File: src/rtl/pulse_formatter_handshake_param.sv
// Square-wave formatter with programmable low/high phase lengths.
// A new pair of lengths is fetched from the converter over soc/eoc during
// every high phase. If the converter is slow, out is held high and late is
// raised until the converter answers.
module pulse_formatter_handshake_param #(
  parameter int WIDTH      = 8,
  parameter int DEFAULT_LO = 6,
  parameter int DEFAULT_HI = 6,
  parameter int ASYMMETRIC = 0
) (
  input  logic             clock,
  input  logic             reset,
  input  logic             eoc,
  input  logic [WIDTH-1:0] numero_lo,
  input  logic [WIDTH-1:0] numero_hi,
  output logic             soc,
  output logic             out,
  output logic             late
);

  typedef enum logic {PH_LOW, PH_HIGH} phase_e;
  typedef enum logic [1:0] {HS_IDLE, HS_WAIT_LO, HS_WAIT_HI, HS_READY} hs_e;

  localparam logic [WIDTH-1:0] ONE = WIDTH'(1);

  phase_e           phase_q;
  hs_e              hs_q;
  logic             out_q;
  logic             soc_q;
  logic             late_q;
  logic [WIDTH-1:0] cnt_q;      // cycles left in the current phase, 1 = last
  logic [WIDTH-1:0] hi_len_q;   // length of the next high phase
  logic [WIDTH-1:0] pend_lo_q;  // captured values waiting for the phase end
  logic [WIDTH-1:0] pend_hi_q;

  logic [WIDTH-1:0] lo_clamp_d;
  logic [WIDTH-1:0] hi_clamp_d;
  logic [WIDTH-1:0] hi_sel_d;
  logic             lo_expire;
  logic             hi_expire;
  logic             capture;
  logic             consume;
  logic             direct;

  // Clamp sampled durations to at least one cycle and pick the high source.
  always_comb begin
    lo_clamp_d = (numero_lo == '0) ? ONE : numero_lo;
    hi_clamp_d = (numero_hi == '0) ? ONE : numero_hi;
    hi_sel_d   = (ASYMMETRIC != 0) ? hi_clamp_d : lo_clamp_d;
  end

  // A high phase "expires" on its last nominal cycle and on every stall cycle.
  // When the converter answers on an expiring edge the new values bypass the
  // pending registers, so a stall ends on exactly that edge.
  assign lo_expire = (phase_q == PH_LOW) && (cnt_q == ONE);
  assign hi_expire = (phase_q == PH_HIGH) && (late_q || (cnt_q == ONE));
  assign capture   = (hs_q == HS_WAIT_HI) && eoc;
  assign consume   = hi_expire && (hs_q == HS_READY);
  assign direct    = hi_expire && capture;

  // Phase FSM: counts the phase down and toggles out, stalling high if needed.
  always_ff @(posedge clock) begin
    if (reset) begin
      phase_q  <= PH_LOW;
      out_q    <= 1'b0;
      late_q   <= 1'b0;
      cnt_q    <= WIDTH'(DEFAULT_LO);
      hi_len_q <= WIDTH'(DEFAULT_HI);
    end else begin
      case (phase_q)
        PH_LOW: begin
          if (lo_expire) begin
            phase_q <= PH_HIGH;
            out_q   <= 1'b1;
            cnt_q   <= hi_len_q;
          end else begin
            cnt_q <= cnt_q - ONE;
          end
        end
        PH_HIGH: begin
          if (hi_expire) begin
            if (consume) begin
              phase_q  <= PH_LOW;
              out_q    <= 1'b0;
              late_q   <= 1'b0;
              cnt_q    <= pend_lo_q;
              hi_len_q <= pend_hi_q;
            end else if (direct) begin
              phase_q  <= PH_LOW;
              out_q    <= 1'b0;
              late_q   <= 1'b0;
              cnt_q    <= lo_clamp_d;
              hi_len_q <= hi_sel_d;
            end else begin
              late_q <= 1'b1;
            end
          end else begin
            cnt_q <= cnt_q - ONE;
          end
        end
        default: phase_q <= PH_LOW;
      endcase
    end
  end

  // Handshake FSM: one soc/eoc exchange per period, started as out rises.
  always_ff @(posedge clock) begin
    if (reset) begin
      hs_q      <= HS_IDLE;
      soc_q     <= 1'b0;
      pend_lo_q <= WIDTH'(DEFAULT_LO);
      pend_hi_q <= WIDTH'(DEFAULT_HI);
    end else begin
      case (hs_q)
        HS_IDLE: begin
          if (lo_expire) begin
            soc_q <= 1'b1;
            hs_q  <= HS_WAIT_LO;
          end
        end
        HS_WAIT_LO: begin
          if (!eoc) begin
            soc_q <= 1'b0;
            hs_q  <= HS_WAIT_HI;
          end
        end
        HS_WAIT_HI: begin
          if (capture) begin
            if (direct) begin
              hs_q <= HS_IDLE;
            end else begin
              pend_lo_q <= lo_clamp_d;
              pend_hi_q <= hi_sel_d;
              hs_q      <= HS_READY;
            end
          end
        end
        HS_READY: begin
          if (consume) hs_q <= HS_IDLE;
        end
        default: hs_q <= HS_IDLE;
      endcase
    end
  end

  assign out  = out_q;
  assign soc  = soc_q;
  assign late = late_q;

endmodule

File: config.mk
export PLATFORM = sky130hd
export DESIGN_NAME = pulse_formatter_handshake_param
export DESIGN_NICKNAME = d
export VERILOG_FILES = /design/src/rtl/pulse_formatter_handshake_param.sv
export SDC_FILE = /design/constraint.sdc
export NUM_CORES = 1
export LEC_CHECK = 0
export CORE_MARGIN = 3
export CORE_UTILIZATION = 30
export DETAILED_ROUTE_END_ITERATION = 8
export DONT_BUFFER_PORTS = 1
export GPL_TIMING_DRIVEN = 0
export SKIP_LAST_GASP = 1
export SYNTH_ARGS = -nofsm -noshare
export SYNTH_HDL_FRONTEND = slang
export SYNTH_SLANG_ARGS = --single-unit
File: constraint.sdc
create_clock -name clock -period 5.2 [get_ports clock]
set_input_delay 1.04 -clock clock [delete_from_list [all_inputs] [get_ports clock]]
set_output_delay 1.04 -clock clock [all_outputs]
set_load 0.01 [all_outputs]
After elaboration in Yosys (flattened, before gate mapping). Index checks and enable logic that the tools add are counted.

Bits in registers: 30. Output and inout port bits: 3. Word-level logic and storage cells: 63. Input bits: 19.

Add/sub/neg operators: 1. Multiplexer cells: 24. Bitwise operators: 2. Equality and inequality tests: 12. Reductions and logical operators: 16.

Operators with widths (count): two-way mux 8 bit (5); case mux 8 bit (2 select lines) (1); AND reduction 3 bit (4); two-way mux 2 bit (5); != test 2 bit (second input constant) (5); two-way mux 1 bit (9); equality test 8 x 1 -> 1 bit (second input constant) (1); logical NOT 8 bit (1); case mux 2 bit (4 select lines) (1); subtractor 8 x 1 -> 8 bit (second input constant) (1); case mux 1 bit (2 select lines) (3); logical AND 1 bit (5); equality test 2 bit (second input constant) (2); != test 4 x 2 -> 1 bit (second input constant) (1); AND reduction 4 bit (1); nonzero test 2 bit (2); != test 3 x 1 -> 1 bit (second input constant) (1); equality test 2 x 1 -> 1 bit (second input constant) (1); logical NOT 2 bit (1); != test 2 x 1 -> 1 bit (second input constant) (1); NOT 1 bit (2); AND reduction 2 bit (1); logical OR 1 bit (1).

Logic depth before layout (Yosys ltp).
Word-level depth: 8. Depth in mapped cells: 8.

Worst setup path after synthesis. Ideal clock, no wire load.

Path type: input to register. From: in eoc. To: reg pend_hi_q[2]. Required time: 5.080 ns. Arrival: 1.798 ns. Stages on the path: 5. Library setup time: 0.120 ns. Slack: 3.282 ns. Path through: nand2_1 nor3_1 buf_6 nor2b_1 a211o_1.

Longest elaborated chain between the ends: 4.

RTL lines: start: declaration (line 13) `input logic eoc,`; logical AND 1 bit * (line 57) `assign capture = (hs_q == HS_WAIT_HI) && eoc;`; logical AND 1 bit (line 59) `assign direct = hi_expire && capture;`; NOT 1 bit (no source line); AND reduction 3 bit (no source line) *; end signal: assignment (line 112) `pend_hi_q <= WIDTH'(DEFAULT_HI);`; end signal: assignment (line 133) `pend_hi_q <= hi_sel_d;`; end: declaration (line 34) `logic [WIDTH-1:0] pend_hi_q;`.

Mark *: on every way between the ends. The rest lies on a longest branch, timed or not. A chain may end at the register's enable or synchronous reset.

Worst setup path after layout.
From: reg cnt_q[0]. To: reg hs_q[0].

Longest elaborated chain between the ends: 7. Elaborated cells on any way between the ends: 12. Those cells by class: eq/ne (3); mux (3); reduce/logical (6).

RTL lines: start: declaration (line 31) `logic [WIDTH-1:0] cnt_q;`; start signal: assignment (line 67) `cnt_q <= WIDTH'(DEFAULT_LO);`; start signal: assignment (line 75) `cnt_q <= hi_len_q;`; start signal: assignment (line 77) `cnt_q <= cnt_q - ONE;`; equality test 8 x 1 -> 1 bit * (line 55, 56); logical OR 1 bit (line 56) `assign hi_expire = (phase_q == PH_HIGH) && (late_q || (cnt_q == ONE));`; logical AND 1 bit (line 56); logical AND 1 bit (line 59); two-way mux 2 bit (line 129) `if (direct) begin`; two-way mux 2 bit (line 128) `if (capture) begin`; case mux 2 bit (4 select lines) (line 114) `case (hs_q)`; end signal: assignment (line 118) `hs_q <= HS_WAIT_LO;`; end signal: assignment (line 130) `hs_q <= HS_IDLE;`; end signal: assignment (line 134) `hs_q <= HS_READY;`; end: declaration (line 27) `hs_e hs_q;`.

Mark *: on every way between the ends. The rest lies on a longest branch, timed or not. The select of a mux whose other input is x is not followed.

==> impl_metrics.csv <==
group,metric,value,unit
outcome,status,"complete, no violations",
floorplanning,start_util,32.4,%
yosys,synthesis.instances,197,
floorplanning,die_x,79.0,um
clocking,htree_levels,2,
timing,fin_tns_setup,0,ns
detailed_routing,via_count,1410,
clocking,cts_buffer_depth,2,
yosys,yosysSeqAreaShare,37.6,%
floorplanning,io-pin-count,22,
yosys,synth_edf_count,0,
yosys,synth_cell_types,45,
yosys,ys.flop_type,"dfxtp_1",
clocking,cts_resized,0,
place,hpwl,2.79,mm
yosys,synthTopCellsByArea,"dfxtp_1 38%, nor2_1 7.7%, nand2_1 4.9%",
global_route,grt_use_met2,21.0,%
detailed_routing,wl_per_cell,14.3,um
global_route,grt_pass1_vias,1335,
critical_path,rrSetupSlack,3.07,ns
global_route,grtUsageTotal,13.3,%
floorplanning,design.core.area,0.00494,mm^2
clocking,clk_pin_slew,0.06,ns
detailed_routing,drt_iter0_drc,148,
worst_hold_path,hold_start,"hi_len_q[2]",
timing,fin_crit,2.13,ns
yosys,yosysWarnings,0,
pwr,ir_drop,185,uV
final_layout,num_antenna_cells,0,
yosys,synth.largest_area_cell,"dfxtp_1",
final_layout,drive_gt1_share,9.27,%
timing,rsz0062_at_grt,"no",
worst_hold_path,min_path_cells,2,
critical_path,critPathCaptureType,"flop",
timing,whs,0.442,ns
timing,setup_viol,0,
yosys,synthesis.area,0.00160,mm^2
yosys,avgSynthCellArea,8.12,um^2
global_route,met3_usage,3.17,%
place,port_buffers,0,
timing,hold_viol,0,
timing,period_share,41.0,%
yosys,synth-async-reset-ratio,0,%
worst_hold_path,hold_path_end,"hi_len_q[2]",
global_route,busiest_layer,"met2",
critical_path,r2r_start,"cnt_q[0]",
floorplanning,dieArea,0.00624,mm^2
timing,maxSlewViolCount,0,
yosys,synth_top_cell_area_share,37.6,%
critical_path,crit_fanout,9,
global_route,grt_pass1_wl,6.46,mm
global_route,grt_max_degree,11,
detailed_routing,wl,3.90,mm
critical_path,required,5.38,ns
timing,max_freq,468,MHz
clocking,cts_sinks,30,
critical_path,cp-start-kind,"flop",
flow_run,maxCapViolations,0,
worst_hold_path,worstHoldPathType,"flop to flop",
pwr,p_leak,0.624,nW
floorplanning,die_h,79.0,um
clocking,clock-root-buffer,"clkbuf_8",
critical_path,arrival,2.31,ns
global_route,grtUsageMet1,17.4,%
critical_path,reg2reg_depth,5,
yosys,synth_nets,218,
yosys,ys_seq_elements,30,
detailed_routing,firstDrtPassIters,4,
global_route,grt_overflow_total,0,
pwr,power_density,324,mW/mm^2
clocking,cts_tree,"done",
clocking,cts_buffers,5,
detailed_routing,ant_nets,0,
place,globalplace.congestion,0.809,
detailed_routing,via_per_inst,5.18,
clocking,clock_latency,0.28,ns
global_route,antenna_found_initial,0,
final_layout,syn2layout_area_growth,12.1,%
critical_path,crit_type,"flop to flop",
detailed_routing,drc,0,
final_layout,fin_util,36.3,%
timing,max_slew.worst_pin.slew,0.588,ns
final_layout,fillCellCount,523,
critical_path,r2r-end,"hs_q[0]",
timing,clock_skew,0.00168,ns
clocking,cts_setup_buffers,0,
clocking,cts-hold-fix-buffers,0,
timing,slew_headroom,60.8,%
final_layout,final_nets,225,
floorplanning,row_count,25,
[registers in the layout, summed over array words and instances (netlist names)]
| register | count |
|---|---|
| hs_q | 2 |
| hi_len_q | 8 |
| soc | 1 |
| out | 1 |
| late | 1 |
| phase_q | 1 |
| pend_hi_q | 8 |
| cnt_q | 8 |
[cells in the mapped netlist, drive strengths merged (2+ instances only)]
cell / n
or2b: 2
o211ai: 3
inv: 6
a311oi: 3
nor4: 3
mux2i: 7
a211o: 3
nor2b: 3
buf: 3
xor2: 2
a211oi: 4
nand2b: 2
nand3b: 3
nor2: 34
and2: 2
o21ai: 8
a22o: 2
dfxtp: 30
a21oi: 12
nor3: 13
ha: 2
nand2: 21
xnor2: 2
o22ai: 5
a22oi: 2
a221oi: 2
clkbuf: 5
[layer usage]
metal  vias to the layer above  wire (um)
met4                         0         63
met5                         -          0
li1                        730          -
met1                       645       1900
met2                        28       1760
met3                         7        169
[cell type report]
class	instances	area, um^2	area share [%]
inverters	6	22.5	1.26
flip-flops and latches	30	601	33.5
well taps	67	83.8	4.68
multi-input cells	153	936	52.2
clock buffers	8	110	6.14
plain buffers	8	40.0	2.23
[cell families (layout without fill, tap and decap cells)]
logic type | after synthesis | in the layout | synth area share, %
flops | 30 | 30 | 37.6
simple gates | 88 | 88 | 26.6
buf+inv | 14 | 22 | 3.91
compound gates | 51 | 51 | 23.1
mux | 8 | 8 | 5.09
fa+ha+maj | 2 | 2 | 1.56
xor+xnor | 4 | 4 | 2.19
[worst max-delay path by stage]
stage	startpoint	endpoint	slack [ns]
global placement	reset	hi_len_q[4]	2.94
global route	cnt_q[0]	hs_q[0]	2.90
detailed placement	reset	hi_len_q[6]	2.94
CTS	cnt_q[0]	hs_q[0]	3.08
finish	cnt_q[0]	hs_q[0]	3.07
floorplan	eoc	pend_hi_q[2]	3.28
[layout by cell type (no fill, tap or decap), types with 2 or more instances in the layout]
cell / count
a22oi_1: 2
nand2_1: 21
xnor2_1: 2
nand2b_1: 2
a211oi_1: 3
a311oi_1: 3
nor2b_1: 3
a21oi_1: 12
clkbuf_1: 5
clkbuf_8: 8
inv_1: 6
o21ai_0: 7
nand3b_1: 3
xor2_1: 2
nor4_1: 3
or2b_1: 2
nor2_1: 33
and2_1: 2
mux2i_1: 7
a221oi_1: 2
ha_1: 2
nor3_1: 12
dfxtp_1: 30
o22ai_1: 5
o211ai_1: 3
a22o_1: 2
a211o_1: 3
buf_2: 2
[critical path, stage by stage (launching register included)]
cell       delay (ns)
dfxtp_1          0.43
ha_1             0.23
nor3b_1          0.33
nand2_1          0.32
o311a_1          0.40
a2111oi_2        0.32
[where the power goes]
part	total, mW	switching (mW)	leakage, nW	internal (mW)
Clock	0.222	0.0881	0.0575	0.134
Sequential	0.269	0.0236	0.243	0.245
Combinational	0.0908	0.0464	0.323	0.0444
[metrics by stage]
step                      area, um^2  cells  power [mW]  setup WS [ns]
after global placement          1680    264       0.363           2.94
after CTS                       1790    272       0.586           3.08
after detailed placement        1680    264       0.363           2.94
after floorplan                 1600    197       0.344           3.28
final                           1790    272       0.581           3.07
after global routing            1790    272       0.612           2.90
Power figures use the tool's default switching activity.
